==> config.mk <==
export PLATFORM = sky130hd
export DESIGN_NAME = seven_seg_multi
export DESIGN_NICKNAME = d
export VERILOG_FILES = /design/src/rtl/seven_seg_pkg.sv /design/src/rtl/seg_hex_decode.sv /design/src/rtl/seven_seg_multi.sv
export SDC_FILE = /design/constraint.sdc
export NUM_CORES = 1
export LEC_CHECK = 0
export BUFFER_PORTS_ARGS = -buffer_cell sky130_fd_sc_hd__clkbuf_2
export CORE_UTILIZATION = 53
export DETAILED_ROUTE_END_ITERATION = 7
export HOLD_SLACK_MARGIN = 0.15
export PLACE_DENSITY = 0.76
export SLEW_MARGIN = 5
export SYNTH_ARGS = -nofsm -noshare
export SYNTH_HDL_FRONTEND = slang
export SYNTH_HIERARCHICAL = 1
export SYNTH_SLANG_ARGS = --single-unit
==> constraint.sdc <==
create_clock -name clk -period 2.45 [get_ports clk]
set_input_delay 0.245 -clock clk [delete_from_list [all_inputs] [get_ports clk]]
set_output_delay 0.245 -clock clk [all_outputs]
set_load 0.05 [all_outputs]
==> src/rtl/seven_seg_pkg.sv <==
// Shared types and constants for the multi-digit seven-segment driver.
// Segment codes are active-low, bit order {g,f,e,d,c,b,a}.
package seven_seg_pkg;

   typedef enum logic [1:0] {
      ST_IDLE  = 2'd0,
      ST_SHIFT = 2'd1,
      ST_LATCH = 2'd2
   } state_t;

   localparam logic [6:0] SEG_BLANK = 7'b1111111;
   localparam logic [6:0] SEG_DASH  = 7'b0111111;

   // Glyphs 0..F packed with digit 0 in the least significant 7 bits.
   localparam logic [16*7-1:0] SEG_TABLE = {
      7'b0001110,  // F
      7'b0000110,  // E
      7'b0100001,  // d
      7'b1000110,  // C
      7'b0000011,  // b
      7'b0001000,  // A
      7'b0011000,  // 9
      7'b0000000,  // 8
      7'b1111000,  // 7
      7'b0000010,  // 6
      7'b0010010,  // 5
      7'b0011001,  // 4
      7'b0110000,  // 3
      7'b0100100,  // 2
      7'b1111001,  // 1
      7'b1000000   // 0
   };

endpackage

==> src/rtl/seg_hex_decode.sv <==
// Combinational 4-bit to active-low seven-segment decoder, all 16 codes.
module seg_hex_decode
   import seven_seg_pkg::*;
(
   input  logic [3:0] digit,
   output logic [6:0] seg
);

   // Table lookup covers every input code, so no latch can be inferred.
   always_comb begin
      seg = SEG_TABLE[7*digit +: 7];
   end

endmodule

==> src/rtl/seven_seg_multi.sv <==
// Multi-digit seven-segment driver: binary to decimal (double-dabble, one
// bit per clock) or hexadecimal, with leading-zero blanking and overflow.
//
// Handshake: load is accepted on a rising edge only while busy=0 (state is
// IDLE); value/hex_mode/blank_leading are sampled on that edge. Loads seen
// while busy=1 are dropped. done pulses for one cycle when seg_out and
// overflow take their new values; since the state is already IDLE in that
// cycle, a load held high there is accepted immediately.
module seven_seg_multi
   import seven_seg_pkg::*;
#(
   parameter int NUM_DIGITS = 6,
   parameter int BIN_WIDTH  = 20
) (
   input  logic                    clk,
   input  logic                    reset,
   input  logic                    load,
   input  logic [BIN_WIDTH-1:0]    value,
   input  logic                    hex_mode,
   input  logic                    blank_leading,
   output logic                    busy,
   output logic                    done,
   output logic                    overflow,
   output logic [7*NUM_DIGITS-1:0] seg_out,
   output state_t                  state_dbg
);

   localparam int BCD_W = 4 * NUM_DIGITS;
   localparam int PAD_W = (BCD_W > BIN_WIDTH) ? BCD_W : BIN_WIDTH;
   localparam int CNT_W = $clog2(BIN_WIDTH);

   state_t                  state, state_next;
   logic                    load_accept, shift_en, latch_en;
   logic [BIN_WIDTH-1:0]    bin_q;
   logic [BCD_W-1:0]        bcd_q, bcd_adj, bcd_shift;
   logic                    shift_out;
   logic [CNT_W-1:0]        cnt_q;
   logic                    hex_q, blank_q, ovf_acc_q;
   logic [PAD_W-1:0]        bin_pad;
   logic                    hex_ovf, ovf_final;
   logic [BCD_W-1:0]        nib;
   logic [7*NUM_DIGITS-1:0] dec_seg, seg_next, seg_q;
   logic                    done_q, ovf_q;

   // State register.
   always_ff @(posedge clk) begin
      if (reset) state <= ST_IDLE;
      else       state <= state_next;
   end

   // Next-state and datapath enables.
   always_comb begin
      state_next  = state;
      load_accept = 1'b0;
      shift_en    = 1'b0;
      latch_en    = 1'b0;
      case (state)
         ST_IDLE: begin
            if (load) begin
               load_accept = 1'b1;
               state_next  = hex_mode ? ST_LATCH : ST_SHIFT;
            end
         end
         ST_SHIFT: begin
            shift_en = 1'b1;
            if (cnt_q == CNT_W'(BIN_WIDTH - 1)) state_next = ST_LATCH;
         end
         ST_LATCH: begin
            latch_en   = 1'b1;
            state_next = ST_IDLE;
         end
         default: state_next = ST_IDLE;
      endcase
   end

   // Double-dabble step: add 3 to every digit >= 5, then shift {bcd, bin} left.
   always_comb begin
      bcd_adj = bcd_q;
      for (int i = 0; i < NUM_DIGITS; i++) begin
         if (bcd_q[4*i +: 4] >= 4'd5) bcd_adj[4*i +: 4] = bcd_q[4*i +: 4] + 4'd3;
      end
      shift_out = bcd_adj[BCD_W-1];
      bcd_shift = {bcd_adj[BCD_W-2:0], bin_q[BIN_WIDTH-1]};
   end

   // Capture on accepted load, then shift one bit per SHIFT cycle.
   always_ff @(posedge clk) begin
      if (reset) begin
         bin_q     <= '0;
         bcd_q     <= '0;
         cnt_q     <= '0;
         hex_q     <= 1'b0;
         blank_q   <= 1'b0;
         ovf_acc_q <= 1'b0;
      end else if (load_accept) begin
         bin_q     <= value;
         bcd_q     <= '0;
         cnt_q     <= '0;
         hex_q     <= hex_mode;
         blank_q   <= blank_leading;
         ovf_acc_q <= 1'b0;
      end else if (shift_en) begin
         bin_q <= {bin_q[BIN_WIDTH-2:0], 1'b0};
         bcd_q <= bcd_shift;
         cnt_q <= cnt_q + 1'b1;
         if (shift_out) ovf_acc_q <= 1'b1;
      end
   end

   // Digit source and overflow: hex uses the zero-padded captured value.
   always_comb begin
      bin_pad   = PAD_W'(bin_q);
      hex_ovf   = |(bin_pad >> BCD_W);
      ovf_final = hex_q ? hex_ovf : ovf_acc_q;
      nib       = hex_q ? bin_pad[BCD_W-1:0] : bcd_q;
   end

   for (genvar g = 0; g < NUM_DIGITS; g++) begin : g_dec
      seg_hex_decode u_dec (
         .digit (nib[4*g +: 4]),
         .seg   (dec_seg[7*g +: 7])
      );
   end

   // Blanking and overflow muxing; overflow dashes win over blanking.
   always_comb begin : blank_mux
      logic zero_run;
      zero_run = 1'b1;
      seg_next = '1;
      for (int i = NUM_DIGITS - 1; i >= 0; i--) begin
         zero_run = zero_run & (nib[4*i +: 4] == 4'd0);
         if (ovf_final)                          seg_next[7*i +: 7] = SEG_DASH;
         else if (blank_q && zero_run && i != 0) seg_next[7*i +: 7] = SEG_BLANK;
         else                                    seg_next[7*i +: 7] = dec_seg[7*i +: 7];
      end
   end

   // Output registers update only in LATCH, so seg_out never shows partials.
   always_ff @(posedge clk) begin
      if (reset) begin
         seg_q  <= '1;
         ovf_q  <= 1'b0;
         done_q <= 1'b0;
      end else begin
         done_q <= latch_en;
         if (latch_en) begin
            seg_q <= seg_next;
            ovf_q <= ovf_final;
         end
      end
   end

   assign busy      = (state != ST_IDLE);
   assign done      = done_q;
   assign overflow  = ovf_q;
   assign seg_out   = seg_q;
   assign state_dbg = state;

endmodule

==> summary.txt <==
Route
  – WL per Instance: 14.82 um
  – Via-per-instance ratio: 5.594
  – Drt pass-1 iters: 5
  – Antenna viol nets, final: 0
  – Drc violations: 0
  – Via count: 5158
  – DRT iter0 DRCs: 295
  – Final WL: 13.66 mm

STA
  – Crit share post-route: 90.20%
  – Headroom to the max-slew limit: 39.57%
  – Clk_skew: 13.25 ps
  – Fin. Hold Viols: 0
  – Period minus WS final: 2210 ps
  – Max-slew violations: 0
  – Slew @ Worst Pin: 904.6 ps
  – RSZ-0062 raised after global routing: false
  – Fmax: 0.4525 GHz
  – Final Setup Violations: 0

Final layout
  – Area of the multi-input gates: 3613 um2
  – Fillers: 950
  – Ant. Diodes: 0
  – Final Core Density: 60.97%
  – FF+latch area: 1962 um2
  – Area growth, synth to finish: 11.21%
  – Most frequent cells in the layout: dfxtp_1 (98), a21oi_1 (83), nand2_1 (72)
  – Leading cell type in the layout, fill and taps excluded: dfxtp_1
  – Share of layout cells above drive strength 1: 19.05%
  – Design area: 6639 um2
  – Nets@finish: 852

Synth
  – Synthesized flop and latch total: 98
  – Mapped Nets: 789
  – Seq/Total Area, Yosys: 32.87%
  – Synth Area in XOR/XNOR: 2.201%
  – Yosys warning count: 6
  – Synth Area in Compound Gates: 23.60%
  – Post-Synthesis Cell Area: 5969 um2
  – Post-synthesis mux area share: 6.749%
  – Syn Area/Cell: 8.349 um2
  – Yosys cell types: 47
  – Simple-gate share of the synthesized area: 17.63%
  – Post-synth EDFFs: 0
  – Synth Area in Adders: 10.27%
  – Post-synthesis cell count: 715
  – Top_reg_cell synth: dfxtp_1
  – Main combinational cell family by area after synthesis: compound AO/OA/AOI/OAI gates
  – Synth async-reset ratio: 0%

Worst hold path
  – Hold WC Path Type: in -> reg

Pwr
  – Power Dens Cells: 546.9 nW/um2
  – Peak VDD IR: 0.3031 mV
  – Leakage: 2.529 nW

Global routing
  – Vias in the first global route: 4614
  – First-pass GRT wire length: 21.75 mm
  – Largest net degree at the start of global routing: 45
  – Antenna violations before repair: 0
  – Grt ovf: 0
  – GRT Util Overall: 23.58%

Status
  – Outcome: completed

Setup path
  – Worst EP required: 2770 ps
  – Startpoint Class: flip-flop
  – Setup Crit Path Kind: reg -> reg
  – Crit end category: flip-flop
  – Slowest CP cell: or4_1
  – Slowest stage delay, CP: 590 ps
  – Critical Path AT: 2530 ps
  – Cell mode on critical path: buf_4
  – Critical Path, Cell by Cell: buf_4, o21ai_0, buf_4, or4_1, o21ai_4, o22a_1
  – Worst-path fanout max: 19

Floorplanning
  – Core ar.: 10890 um2
  – Die span in y: 108.1 um
  – Die area: 11690 um2
  – Boundary Pins: 72
  – Initial Util: 54.83%
  – Die Width: 108.1 um
  – Rows: 38

Clock tree
  – Worst-path clk slew: 100 ps
  – Hold buffers post-CTS: 2
  – Clk_lat worst skew: 370 ps
  – Root Driver: clkbuf_8
  – Cts repair resizes: 0
  – H-tree depth: 3
  – TritonCTS Buffers: 9
  – Setup bufs post-CTS: 0
  – TritonCTS clock tree: yes
  – CTS Sinks: 98
  – Clock Path Buffers: 2

Placement
  – GPL Wtd Cong: 0.8255
  – Post-DP HPWL: 10.13 mm
  – DP Area: 6402 um2
  – Port Buffers: 71

Flow run
  – Max Cap Viol: 0
## where the power goes
| part | switching [mW] | total, mW | internal (mW) |
|---|---|---|---|
| clock network | 0.559 | 1.16 | 0.596 |
| logic | 0.504 | 0.722 | 0.218 |
| registers | 0.0686 | 1.75 | 1.68 |
| total | 1.13 | 3.63 | 2.50 |
## routing by layer
metal | global-route usage [%] | vias to the layer above | share of wire [%] | wire length (um)
met1 | 29.72 | 2393 | 45 | 6213
li1 | - | 2637 | - | -
met5 | 0 | - | 0 | 0
met2 | 41.08 | 105 | 49 | 6712
met4 | 9.100 | 0 | 1.9 | 262
met3 | 2.592 | 23 | 3.5 | 472
## metrics by stage
step / power, mW / setup TNS (ps) / std cells / setup slack [ps] / hold slack, ps
global placement: 2.492 / 0 / 905 / 367.2 / 448.8
CTS: 3.649 / 0 / 922 / 256.1 / 173.6
detailed placement: 2.509 / 0 / 905 / 257.1 / 462.4
floorplan: 2.322 / -11.24 / 715 / -5.621 / 381.0
finish: 3.630 / 0 / 922 / 240.2 / 174.4
global route: 3.771 / 0 / 922 / 94.54 / 175.8
## kinds of logic after synthesis
family                   after synthesis
AO/OA/AOI/OAI                        230
XOR/XNOR                              15
adder cells (fa/ha/maj)               49
buffers and inverters                 74
flip-flops                            98
multiplexers                          36
AND/OR/NAND/NOR                      213
## state kept, by name, indices dropped and copies added (netlist names)
| register | cells |
|---|---|
| seg_out | 42 |
| bcd_q | 24 |
| bin_q | 20 |
| cnt_q | 5 |
| state_dbg | 2 |
| blank_q | 1 |
| done | 1 |
| hex_q | 1 |
| overflow | 1 |
| ovf_acc_q | 1 |
## worst max-delay path: cells and delay by family, from the launching register on
family / cells / cell delay [ps]
AOI/OAI and AO/OA: 3 / 620
and+or+nand+nor: 1 / 590
buffers and inverters: 2 / 480
DFF: 1 / 480
## Yosys cell counts, types with 2 or more instances
library cell / count / area [um2]
inv_1: 27 / 101.4
mux2i_1: 20 / 200.2
o21ai_0: 32 / 160.2
nand4_1: 2 / 12.51
or4b_1: 2 / 20.02
nor3_1: 6 / 30.03
or2_2: 2 / 12.51
nand2_1: 72 / 270.3
nor4_1: 2 / 12.51
o21ai_1: 36 / 180.2
and2_1: 5 / 31.28
o22ai_2: 2 / 25.02
dfxtp_1: 98 / 1962
ha_1: 49 / 613.1
nor2_1: 45 / 168.9
nand3b_1: 6 / 45.04
a21oi_1: 83 / 415.4
o22a_1: 24 / 210.2
nand2b_1: 35 / 219.0
buf_6: 13 / 146.4
o21ai_2: 6 / 52.55
a221oi_1: 3 / 26.28
a22oi_1: 19 / 142.6
mux2_4: 6 / 90.09
nor2b_1: 4 / 25.02
clkbuf_1: 26 / 97.59
xor2_1: 8 / 70.07
or4_1: 4 / 30.03
nand3_1: 19 / 95.09
buf_4: 6 / 45.04
xnor2_1: 7 / 61.31
o211ai_1: 7 / 52.55
mux2_2: 9 / 101.4
nand2_2: 6 / 37.54
o22ai_1: 12 / 75.07
## layout make-up
cell class                 count  area share [%]
multi-input combinational    543           54.43
sequential                    98           29.55
timing repair buffer          99           8.594
tap                          140           2.639
clock buffer                  10           2.073
inverter                      27           1.527
clock inverter                 5           1.187
## path summary, 6_finish.rpt
| path | start | slack, ps | end | depth (start not counted) |
|---|---|---|---|---|
| min reg2reg | bin_q[2] | 480 | bin_q[2] | 2 |
| max reg2reg | hex_q | 240 | seg_out[7] | 6 |
| min | value[1] | 170 | bin_q[1] | 3 |
| max | hex_q | 240 | seg_out[7] | 6 |
(Power assumes the default switching activity.)
